### src/rtl/xorshift_stream_if.sv
// Stream, reseed and (optional) backoff signals of xorshift_stream.
// master = the generator, slave = the consumer.
// XORSHIFT_BACKOFF_EN adds the bo_* signals.
interface xorshift_stream_if #(
  parameter int unsigned WIDTH = 32
);
  logic             seed_load;
  logic [WIDTH-1:0] seed;
  logic             rd_ready;
  logic             rd_valid;
  logic [WIDTH-1:0] rd_data;
`ifdef XORSHIFT_BACKOFF_EN
  logic             bo_req;
  logic [4:0]       bo_attempt;
  logic             bo_valid;
  logic [9:0]       bo_slots;
`endif

  modport master (
    input  seed_load, seed, rd_ready,
    output rd_valid, rd_data
`ifdef XORSHIFT_BACKOFF_EN
    ,
    input  bo_req, bo_attempt,
    output bo_valid, bo_slots
`endif
  );

  modport slave (
    output seed_load, seed, rd_ready,
    input  rd_valid, rd_data
`ifdef XORSHIFT_BACKOFF_EN
    ,
    output bo_req, bo_attempt,
    input  bo_valid, bo_slots
`endif
  );
endinterface

### src/rtl/xorshift_stream.sv
// xorshift_stream: 32/64-bit xorshift PRNG with a valid/ready output stream,
// runtime reseed and zero-seed protection. The state advances only when a
// word is consumed (or primed), so sequences are reproducible.
// Optional Ethernet backoff slot generator: define XORSHIFT_BACKOFF_EN.
module xorshift_stream #(
  parameter int unsigned      WIDTH        = 32,
  parameter logic [WIDTH-1:0] DEFAULT_SEED =
    WIDTH'((WIDTH == 32) ? 64'd2463534242 : 64'd88172645463325252)
) (
  input  logic               clk,
  input  logic               arst_n,
  xorshift_stream_if.master  s
);

  if (WIDTH != 32 && WIDTH != 64) begin : g_bad_width
    $error("xorshift_stream: WIDTH must be 32 or 64");
  end

  typedef enum logic {PRIME, READY} state_t;

  state_t           state_q, state_d;
  logic [WIDTH-1:0] y_q, y_d;
  logic [WIDTH-1:0] rd_data_q, rd_data_d;
  logic             adv;

  function automatic logic [WIDTH-1:0] xs_next(input logic [WIDTH-1:0] y);
    logic [WIDTH-1:0] t;
    t = y ^ (y << 13);
    if (WIDTH == 32) begin
      t = t ^ (t >> 17);
      t = t ^ (t << 5);
    end else begin
      t = t ^ (t >> 7);
      t = t ^ (t << 17);
    end
    return t;
  endfunction

`ifdef XORSHIFT_BACKOFF_EN
  logic       bo_valid_q, bo_valid_d;
  logic [9:0] bo_slots_q, bo_slots_d;
  logic [4:0] bo_k;
  logic [9:0] bo_mask;

  // Slot count: top 10 bits of the pre-edge state, kept to min(attempt,10) LSBs.
  always_comb begin
    bo_k       = (s.bo_attempt > 5'd10) ? 5'd10 : s.bo_attempt;
    bo_mask    = 10'((11'd1 << bo_k) - 11'd1);
    bo_valid_d = s.bo_req;
    bo_slots_d = bo_slots_q;
    if (s.bo_req) begin
      bo_slots_d = y_q[WIDTH-1 -: 10] & bo_mask;
    end
  end
`endif

  // Next-state: reseed has priority; priming, a handshake and a backoff
  // request all share one state advance per edge.
  always_comb begin
    state_d   = state_q;
    y_d       = y_q;
    rd_data_d = rd_data_q;
    adv       = 1'b0;
    if (s.seed_load) begin
      y_d     = (s.seed == '0) ? DEFAULT_SEED : s.seed;
      state_d = PRIME;
    end else begin
      if (state_q == PRIME) begin
        rd_data_d = y_q;
        state_d   = READY;
        adv       = 1'b1;
      end else if (s.rd_ready) begin
        rd_data_d = y_q;
        adv       = 1'b1;
      end
`ifdef XORSHIFT_BACKOFF_EN
      if (s.bo_req) begin
        adv = 1'b1;
      end
`endif
      if (adv) begin
        y_d = xs_next(y_q);
      end
    end
  end

  // State registers with synchronous active-low reset.
  always_ff @(posedge clk) begin
    if (!arst_n) begin
      state_q    <= PRIME;
      y_q        <= DEFAULT_SEED;
      rd_data_q  <= '0;
`ifdef XORSHIFT_BACKOFF_EN
      bo_valid_q <= 1'b0;
      bo_slots_q <= '0;
`endif
    end else begin
      state_q    <= state_d;
      y_q        <= y_d;
      rd_data_q  <= rd_data_d;
`ifdef XORSHIFT_BACKOFF_EN
      bo_valid_q <= bo_valid_d;
      bo_slots_q <= bo_slots_d;
`endif
    end
  end

  assign s.rd_valid = (state_q == READY);
  assign s.rd_data  = rd_data_q;
`ifdef XORSHIFT_BACKOFF_EN
  assign s.bo_valid = bo_valid_q;
  assign s.bo_slots = bo_slots_q;
`endif

endmodule

### src/flat_wrapper.sv
// flat-port wrapper written by rule: the top's interface ports become plain ports
module xorshift_stream_flat 
#(
  parameter int unsigned      WIDTH        = 32,
  parameter logic [WIDTH-1:0] DEFAULT_SEED =
    WIDTH'((WIDTH == 32) ? 64'd2463534242 : 64'd88172645463325252)
)
  (clk, arst_n, s_seed_load, s_seed, s_rd_ready, s_rd_valid, s_rd_data);
  xorshift_stream_if #(.WIDTH(WIDTH)) s_i ();
  input  logic clk;
  input  logic arst_n;
  input wire logic [$bits(s_i.seed_load)-1:0] s_seed_load;
  input wire logic [$bits(s_i.seed)-1:0] s_seed;
  input wire logic [$bits(s_i.rd_ready)-1:0] s_rd_ready;
  output wire logic [$bits(s_i.rd_valid)-1:0] s_rd_valid;
  output wire logic [$bits(s_i.rd_data)-1:0] s_rd_data;
  assign s_i.seed_load = s_seed_load;
  assign s_i.seed = s_seed;
  assign s_i.rd_ready = s_rd_ready;
  assign s_rd_valid = s_i.rd_valid;
  assign s_rd_data = s_i.rd_data;
  xorshift_stream #(.WIDTH(WIDTH), .DEFAULT_SEED(DEFAULT_SEED)) u_core (.clk(clk), .arst_n(arst_n), .s(s_i));
endmodule
### config.mk
export PLATFORM = sky130hd
export DESIGN_NAME = xorshift_stream_flat
export DESIGN_NICKNAME = d
export VERILOG_FILES = /design/src/rtl/xorshift_stream_if.sv /design/src/rtl/xorshift_stream.sv /design/src/flat_wrapper.sv
export SDC_FILE = /design/constraint.sdc
export NUM_CORES = 1
export LEC_CHECK = 0
export BUFFER_PORTS_ARGS = -buffer_cell sky130_fd_sc_hd__clkbuf_2
export CORE_ASPECT_RATIO = 2
export CORE_UTILIZATION = 35
export CTS_CLUSTER_DIAMETER = 80
export DETAILED_ROUTE_END_ITERATION = 16
export PLACE_DENSITY = 0.62
export SYNTH_ARGS = -nofsm -noshare
export SYNTH_HDL_FRONTEND = slang
export SYNTH_SLANG_ARGS = --single-unit
### constraint.sdc
create_clock -name clk -period 2.26 [get_ports clk]
set_clock_uncertainty 0.15 [all_clocks]
set_input_delay 0.339 -clock clk [delete_from_list [all_inputs] [get_ports clk]]
set_output_delay 0.339 -clock clk [all_outputs]
set_load 0.05 [all_outputs]
# Word level (Yosys, flattened, before mapping)
# Cells that the tools add are included.
[classes]
n_eq_ne = 1
mux = 9
bitwise_logic = 4
reduce_logical = 3
[ops]
columns = ["cell", "count"]
rows = [
  ["2-to-1 mux 32 bit", 5],
  ["bitwise XOR 32 bit", 2],
  ["zero test 32 bit", 1],
  ["bitwise XOR 32 x 15 -> 32 bit", 1],
  ["2-to-1 mux 1 bit", 4],
  ["!= test 2 bit (second input constant)", 1],
  ["AND reduction 2 bit", 1],
  ["nonzero test 2 bit", 1],
  ["inverter 1 bit", 1],
]
[totals]
ff_bits = 65
out_inout_bits = 33

# Longest topological paths before layout
# Gate-level depths: netlist of run 1.
[depth]
ltp_word = 5
depth_mapped = 6

# Worst setup path before layout of run 1
# Ideal clock, no wire load.
[synth_path]
kind = "reg2reg"
start = "reg u_core.y_q[18]"
end = "reg u_core.y_q[14]"
setup_ns = 0.122
arrival_ns = 1.675
path_slack_ns = 0.313
stages_incl_launch_ff = 6
path_buffers = 1
synth_period_minus_slack_ns = 1.947
path_cell_list = "dfxtp_1 > clkbuf_1 > xnor3_1 > xnor3_1 > o21a_1 > o311a_1"
[synth_between]
elab_chain_len = 5
[synth_lines]
columns = ["item", "line", "rtl"]
rows = [
  ["from (decl)", "xorshift_stream.sv:22", "logic [WIDTH-1:0] y_q, y_d;"],
  ["from (signal assigned)", "xorshift_stream.sv:99", "y_q <= y_d;"],
  ["bitwise XOR 32 bit", "xorshift_stream.sv:28", "t = y ^ (y << 13);"],
  ["bitwise XOR 32 x 15 -> 32 bit", "xorshift_stream.sv:30", "t = t ^ (t >> 17);"],
  ["bitwise XOR 32 bit", "xorshift_stream.sv:31", "t = t ^ (t << 5);"],
  ["2-to-1 mux 32 bit", "xorshift_stream.sv:81", "if (adv) begin"],
  ["2-to-1 mux 32 bit", "xorshift_stream.sv:64", "if (s.seed_load) begin"],
]
# No other way between the ends. The select of a mux whose other input is x is not followed.
# A chain may end at the register's enable or synchronous reset.

# Worst setup path in the final report of run 1
[layout_path]
start = "reg u_core.y_q[8]"
end = "reg u_core.y_q[9]"
# Same word-level chain as after synthesis.

==> metrics.cfg, run 1 <==
[pwr]
power_density_nw_per_um2=1227
combPwrFrac_pct=43.3
p_sw_w=0.001989
intPower_w=0.003554
p_seq_share_pct=29.7
static-leakage-power_nw=2.040
finalPower_w=0.005543
clkPwrFrac_pct=27.0
vdd_drop_max_mv=0.5095
swShare_pct=35.88

[global_routing]
grt_pass1_vias=3185
grt_pass1_wl_um=16910
gr-total-overflow=0
grt_start_max_net_pins=52
antenna_found_initial=0
track_usage_pct=22.02

[synth]
yosys_warnings=0
ys_ff_latch=65
synthDistinctLibCells=28
syn_nets=432
synth_area_sq_um=3601
synthesis.area_per_instance_sq_um=9.093
yosysSeqAreaShare_pct=36.14
synthCells=396

[min_path]
worstHoldEndpoint=u_core.y_q[13]
min_delay_path_depth=2
hold_path_class=in -> reg
min_from=s_seed[13]

[setup_path]
r2r_start=u_core.y_q[8]
critPathMaxFanout=6
r2r_slack_ns=0.25
endpoint_kind=flip-flop
r2r-end=u_core.y_q[9]
required_ns=2.37
critical_path_class=reg -> reg
critPathLaunchType=flip-flop
crit_arrival_ns=2.12
reg2regPathDepth=4

[cts]
clk_path_buf_depth=2
htreeDepth=3
root_buffer=clkbuf_16
cts_hold_buf=0
path_clk_slew_ns=0.05
clk_latency_ns=0.33
cts_resized=0
numCtsBuffers=9
cts_tree=built
cts_setup_buffers=0
cts.sinks=65

[sta]
drv_slew=0
period_minus_slack_ns=2.005
rsz0062_at_grt=no
max_freq_mhz=498.7
finalCritPeriodShare_pct=88.73
tightest_slew_ns=0.5421
max_slew_margin_pct=63.60
holdWs_ns=0.1502
finalHoldViolations=0
finalSetupViolCount=0
setup_tns_ns=0

[cells_and_area]
nNetsFinal=502
diodes=0
area_growth_pct=25.47
drive_gt1_share_pct=24.84

[run]
cap_violations=0

[drt]
wirelength_um=11090
ant_nets=0
drtIter0Drc=157
wire_per_inst_um=18.30
viasPerCell=5.241
num_vias=3176
dr.pass1.iters=4
drc=0

[placed_design]
place.gp.congestion=0.9161
io_buffers=68
post-dp-hpwl_um=8623

[run_status]
status=finished, final reports clean

[die]
ios=69
dieArea_sq_um=10720
die_y_um=145.4
num_rows=52
die_w_um=73.73
core_area_sq_um=10080
start_util_pct=35.71

==> layer usage <==
metal	vias up	share of wire, %	GRT usage [%]
met5	-	0	0
met4	0	9.3	19.04
met3	41	4.4	4.432
met2	118	52	36.97
met1	1497	35	22.14
li1	1520	-	-
==> sequential cells by signal (all words and copies together), names as in the netlist <==
register / count
u_core.s.rd_valid: 1
u_core.s.rd_data: 32
u_core.y_q: 32
==> worst max path at each step <==
| stage | startpoint | end | cells past startpoint |
|---|---|---|---|
| floorplan | u_core.y_q[18] | u_core.y_q[14] | 5 |
| global placement | s_seed[16] | u_core.y_q[31] | 5 |
| global route | u_core.y_q[8] | u_core.y_q[9] | 4 |
| CTS | u_core.y_q[8] | u_core.y_q[9] | 4 |
| detailed placement | s_seed[16] | u_core.y_q[22] | 5 |
| finish | u_core.y_q[8] | u_core.y_q[9] | 4 |
==> final cells by class <==
type	count	area, sq um
Timing Repair Buffer	98	578.1
Fill cell	999	5567
Tap cell	135	168.9
Sequential cell	65	1301
Multi-Input combinational cell	291	2145
Clock buffer	11	242.7
Clock inverter	5	78.83
Inverter	1	3.754
==> worst max-delay path, cell delays in order, from the launching register on <==
cell     delay [ns]
dfxtp_1        0.44
xor2_1         0.35
xor3_1         0.40
or3_2          0.42
a31oi_1        0.16
==> kinds of logic after synthesis <==
group	count (synthesis)	share of synthesized area (%)
buf+inv	40	4.447
simple gates	133	17.27
xor+xnor	59	22.38
flops	65	36.14
compound gates	99	19.77
==> cells in the mapped netlist <==
library cell / instances / area share [%]
a21boi_0: 32 / 6.7
nor3_1: 9 / 1.3
a21oi_1: 2 / 0.28
a32oi_1: 8 / 1.9
o21a_1: 8 / 1.7
or3_1: 12 / 2.1
or3_2: 1 / 0.21
xnor3_1: 15 / 9.4
a211oi_1: 5 / 1.0
xor3_1: 5 / 3.3
o311a_1: 7 / 1.9
nor3b_1: 2 / 0.42
nor2b_1: 3 / 0.52
xor2_2: 1 / 0.45
xnor2_1: 23 / 5.6
nor2_1: 12 / 1.3
dfxtp_1: 65 / 36
clkbuf_1: 31 / 3.2
o21ai_0: 21 / 2.9
o211a_1: 5 / 1.4
inv_1: 1 / 0.10
nand2b_1: 13 / 2.3
nand2_1: 71 / 7.4
nor4_1: 8 / 1.4
buf_2: 8 / 1.1
and4_1: 2 / 0.49
a31oi_1: 11 / 1.9
xor2_1: 15 / 3.6
==> power by group through the flow <==
stage	combinational (W)	clock, W	sequential (W)
after floorplan	0.00169	0	0.00170
final	0.00240	0.00150	0.00165
after global routing	0.00257	0.00157	0.00166
after detailed placement	0.00238	0	0.00166
after global placement	0.00234	0	0.00165
after CTS	0.00240	0.00152	0.00163
==> metrics by stage <==
stage,std cells,instance area [sq um],setup WS (ns),utilization [%]
floorplan,396,3601,0.3128,-
global placement,590,4197,0.2541,41.61
detailed placement,590,4197,0.2011,41.61
CTS,606,4518,0.2658,44.80
global route,606,4518,0.1245,44.80
finish,606,4518,0.2547,44.80
==> placed cells by master, fill, tap and decap left out, drive strengths merged, types with 13 or more instances in the layout <==
| cell type | synthesis | final |
|---|---|---|
| clkbuf | 31 | 79 |
| xnor3 | 15 | 15 |
| xnor2 | 23 | 23 |
| buf | 8 | 30 |
| dfxtp | 65 | 65 |
| o21ai | 21 | 21 |
| nand2 | 71 | 71 |
| xor2 | 16 | 16 |
| a21boi | 32 | 32 |
| or3 | 13 | 13 |
| nand2b | 13 | 13 |
Power figures use the tool's default switching activity.
==> inputs of run 2 (changes only) <==
--- a/config.mk
+++ b/config.mk
@@ -7,10 +7,10 @@
 export LEC_CHECK = 0
 export BUFFER_PORTS_ARGS = -buffer_cell sky130_fd_sc_hd__clkbuf_2
 export CORE_ASPECT_RATIO = 2
-export CORE_UTILIZATION = 35
+export CORE_UTILIZATION = 40
 export CTS_CLUSTER_DIAMETER = 80
 export DETAILED_ROUTE_END_ITERATION = 16
-export PLACE_DENSITY = 0.62
+export PLACE_DENSITY = 0.68
 export SYNTH_ARGS = -nofsm -noshare
 export SYNTH_HDL_FRONTEND = slang
 export SYNTH_SLANG_ARGS = --single-unit
==> metrics.cfg, run 2 (synthesis results as in run 1) <==
[setup_path]
crit_path_max_incr_delay_ns=0.46
critPathMaxFanout=6
crit_arrival_ns=2.21
r2r_slack_ns=0.15
required_ns=2.36
crit_family=XOR/XNOR gates
endpoint_kind=flip-flop
critPathLaunchType=flip-flop
reg2regPathDepth=4
r2r_start=u_core.y_q[8]
cp.buffers_inverters=0
critical_path_class=reg -> reg
critPathSlowestCell=dfxtp_1
worstPathCellList=xor2_1 -> xor3_1 -> or3_2 -> a31oi_1
r2r-end=u_core.y_q[9]

[run_status]
status=finished, final reports clean

[cells_and_area]
area_growth_pct=24.39
diodes=0
nNetsFinal=504
final_cell_mix=nand2_1, clkbuf_2, dfxtp_1
mostFrequentLayoutCell=nand2_1
drive_gt1_share_pct=24.79

[die]
ios=69
dieArea_sq_um=9409
die_y_um=136.2
start_util_pct=41.35
num_rows=48
core_area_sq_um=8708
die_w_um=69.09

[sta]
finalSetupViolCount=0
tightest_slew_ns=0.5310
rsz0062_at_grt=no
max_freq_mhz=473.9
period_minus_slack_ns=2.110
finalHoldViolations=0
holdWs_ns=0.1491
drv_slew=0
max_slew_margin_pct=64.39
setup_tns_ns=0
finalCritPeriodShare_pct=93.38

[drt]
ant_nets=0
wire_per_inst_um=18.68
viasPerCell=5.559
drc=0
dr.pass1.iters=5
wirelength_um=10690
num_vias=3180
drtIter0Drc=244

[cts]
numCtsBuffers=9
cts_hold_buf=0
clk_latency_ns=0.33
htreeDepth=3
root_buffer=clkbuf_16
path_clk_slew_ns=0.05
cts_setup_buffers=0
clk_path_buf_depth=2
cts_resized=0
cts_tree=built
cts.sinks=65

[pwr]
power_density_nw_per_um2=1220
vdd_drop_max_mv=0.5841
static-leakage-power_nw=2.043

[min_path]
hold_path_class=in -> reg
min_delay_path_depth=2
worstHoldEndpoint=u_core.y_q[13]
min_from=s_seed[13]

[global_routing]
antenna_found_initial=0
gr-total-overflow=0
grt_start_max_net_pins=52
grt_pass1_wl_um=16520
track_usage_pct=23.51
grt_pass1_vias=3160

[placed_design]
post-dp-hpwl_um=8293
io_buffers=68
place.gp.congestion=0.9336

[run]
cap_violations=0

## run 2: cell count changes in the layout (fill, tap and decap cells not counted), sizes merged
cell,before,now
buf,30,32
clkbuf,79,80
clkinv,3,1
## run 2: worst max path at each step
stage	startpoint	endpoint	slack, ns	cells past startpoint
2_1_floorplan	u_core.y_q[18]	u_core.y_q[14]	0.31	5
3_3_place_gp	u_core.y_q[8]	u_core.y_q[9]	0.26	4
3_5_place_dp	u_core.y_q[8]	u_core.y_q[9]	0.18	4
4_1_cts	u_core.y_q[8]	u_core.y_q[9]	0.17	4
5_1_grt	u_core.y_q[8]	u_core.y_q[9]	0.1	4
6_report	u_core.y_q[8]	u_core.y_q[9]	0.15	4
## run 2: per-layer routing
layer  up-vias  share of wire, %  track usage [%]
met5         -                 0                0
met4         0               5.0            15.87
met3        26               5.3            5.411
met2       120                54            42.02
met1      1511                36            24.00
li1       1523                 -                -
## run 2: layout make-up
class / count / area [sq um]
timing repair buffer: 100 / 593.1
clock inverter: 3 / 65.06
sequential: 65 / 1301
clock buffer: 12 / 246.5
fill: 834 / 4229
inverter: 1 / 3.754
multi-input combinational: 291 / 2145
tap: 100 / 125.1
## run 2: stage by stage
stage	area, sq um	setup WS [ns]	instances	utilization (%)	total power [W]
2_1_floorplan	3601	0.3128	396	-	0.003386
3_3_place_gp	4168	0.2629	557	47.86	0.003928
3_5_place_dp	4168	0.1786	557	47.86	0.003984
4_1_cts	4479	0.1682	572	51.44	0.005475
5_1_grt	4479	0.09930	572	51.44	0.005743
6_report	4479	0.1496	572	51.44	0.005467
## run 2: power breakdown
group	total [W]	internal, W	switching [W]
Sequential	0.00159	0.00135	0.000244
Clock	0.00147	0.000987	0.000484
Combinational	0.00240	0.00122	0.00118
Total	0.00547	0.00356	0.00191
==> inputs of run 3 (changes only) <==
--- a/config.mk
+++ b/config.mk
@@ -7,10 +7,10 @@
 export LEC_CHECK = 0
 export BUFFER_PORTS_ARGS = -buffer_cell sky130_fd_sc_hd__clkbuf_2
 export CORE_ASPECT_RATIO = 2
-export CORE_UTILIZATION = 40
+export CORE_UTILIZATION = 30
 export CTS_CLUSTER_DIAMETER = 80
 export DETAILED_ROUTE_END_ITERATION = 16
-export PLACE_DENSITY = 0.68
+export PLACE_DENSITY = 0.56
 export SYNTH_ARGS = -nofsm -noshare
 export SYNTH_HDL_FRONTEND = slang
 export SYNTH_SLANG_ARGS = --single-unit
==> metrics.cfg, run 3 (synthesis results as in run 1) <==
[setup_path]
crit_path_max_incr_delay_ns=0.48
crit_cells=4
critPathSlowestCell=dfxtp_1
critPathLaunchType=flip-flop
critical_path_class=reg -> reg
required_ns=2.37
crit_family=XOR/XNOR gates
endpoint_kind=flip-flop
critPathMaxFanout=6
reg2regPathDepth=4
r2r_slack_ns=0.13
crit_arrival_ns=2.23
worstPathCellList=xor2_1 -> xor3_1 -> or3_2 -> a31oi_1
cp.buffers_inverters=0

[min_path]
min_delay_path_depth=3
hold_path_class=in -> reg

[sta]
rsz0062_at_grt=no
finalCritPeriodShare_pct=94.05
finalSetupViolCount=0
drv_slew=0
period_minus_slack_ns=2.126
finalHoldViolations=0
fin_ws_ns=0.1344
holdWs_ns=0.1648
max_freq_mhz=470.5
max_slew_margin_pct=65.35
tightest_slew_ns=0.5167
setup_tns_ns=0

[cts]
cts_resized=0
htreeDepth=3
clk_latency_ns=0.33
clk_path_buf_depth=2
cts_hold_buf=0
path_clk_slew_ns=0.05
cts.sinks=65
root_buffer=clkbuf_16
cts_tree=built
cts_setup_buffers=0
numCtsBuffers=9

[placed_design]
place.gp.congestion=0.9367
place_ws_ns=0.1671
io_buffers=68
post-dp-hpwl_um=8570

[die]
num_rows=56
start_util_pct=30.77
core_area_sq_um=11700
dieArea_sq_um=12470
die_w_um=79.47
die_y_um=156.9
ios=69

[drt]
dr.pass1.iters=4
drc=0
ant_nets=0
wire_per_inst_um=17.87
drtIter0Drc=180
wirelength_um=10880
viasPerCell=5.067
num_vias=3086

[pwr]
vdd_drop_max_mv=0.5396
power_density_nw_per_um2=1213
static-leakage-power_nw=2.016

[run]
cap_violations=0

[cells_and_area]
mostFrequentLayoutCell=nand2_1
diodes=0
final_cell_mix=nand2_1, clkbuf_2, dfxtp_1
drive_gt1_share_pct=23.92
area_growth_pct=24.95
nNetsFinal=495

[global_routing]
grt_pass1_wl_um=16640
grt_start_max_net_pins=33
grt_pass1_vias=3057
gr-total-overflow=0
antenna_found_initial=0
track_usage_pct=18.57

[run_status]
status=finished, final reports clean

run 3: cell count changes in the layout (fill, tap and decap cells not counted), sizes merged:
cell | previous run | this run
clkinv | 1 | 2
buf | 32 | 23
clkbuf | 80 | 79
clkinvlp | 0 | 1
run 3: stage by stage:
step	util (%)	total power [W]	std cells	instance area [sq um]
floorplan	-	0.003386	396	3601
global placement	35.63	0.003907	593	4169
detailed placement	35.63	0.003939	593	4169
CTS	38.45	0.005483	609	4499
global route	38.45	0.005744	609	4499
finish	38.45	0.005456	609	4499
run 3: final timing paths:
check / start / end
setup / recovery: u_core.y_q[8] / u_core.y_q[9]
hold / removal: s_seed[7] / u_core.y_q[7]
setup reg to reg: u_core.y_q[8] / u_core.y_q[9]
hold reg to reg: u_core.s.rd_data[2] / u_core.s.rd_data[2]
run 3: cell type report:
type | count | area, sq um
clock buffers | 11 | 252.7
inverters | 1 | 3.754
clock inverters | 5 | 77.57
well taps | 145 | 181.4
flip-flops and latches | 65 | 1301
multi-input cells | 291 | 2145
repair buffers | 91 | 538.0
fillers | 1202 | 7202
run 3: per-layer routing:
metal	track usage, %	part of all wire [%]	wire (um)
met2	33.46	54	5873
met3	2.783	4.0	439
met4	13.16	6.0	650
met5	0	0	0
met1	19.01	36	3920
run 3: where the power goes:
| group | total, W | internal, W | switching (W) | leakage (nW) |
|---|---|---|---|---|
| clock network | 0.00152 | 0.00102 | 0.000504 | 0.162 |
| logic | 0.00229 | 0.00116 | 0.00113 | 1.32 |
| registers | 0.00164 | 0.00135 | 0.000291 | 0.538 |
| total | 0.00546 | 0.00353 | 0.00192 | 2.02 |
run 3: worst min-delay path, stage by stage:
cell      delay, ns
clkbuf_2       0.09
a211oi_1       0.04
a31oi_1        0.13
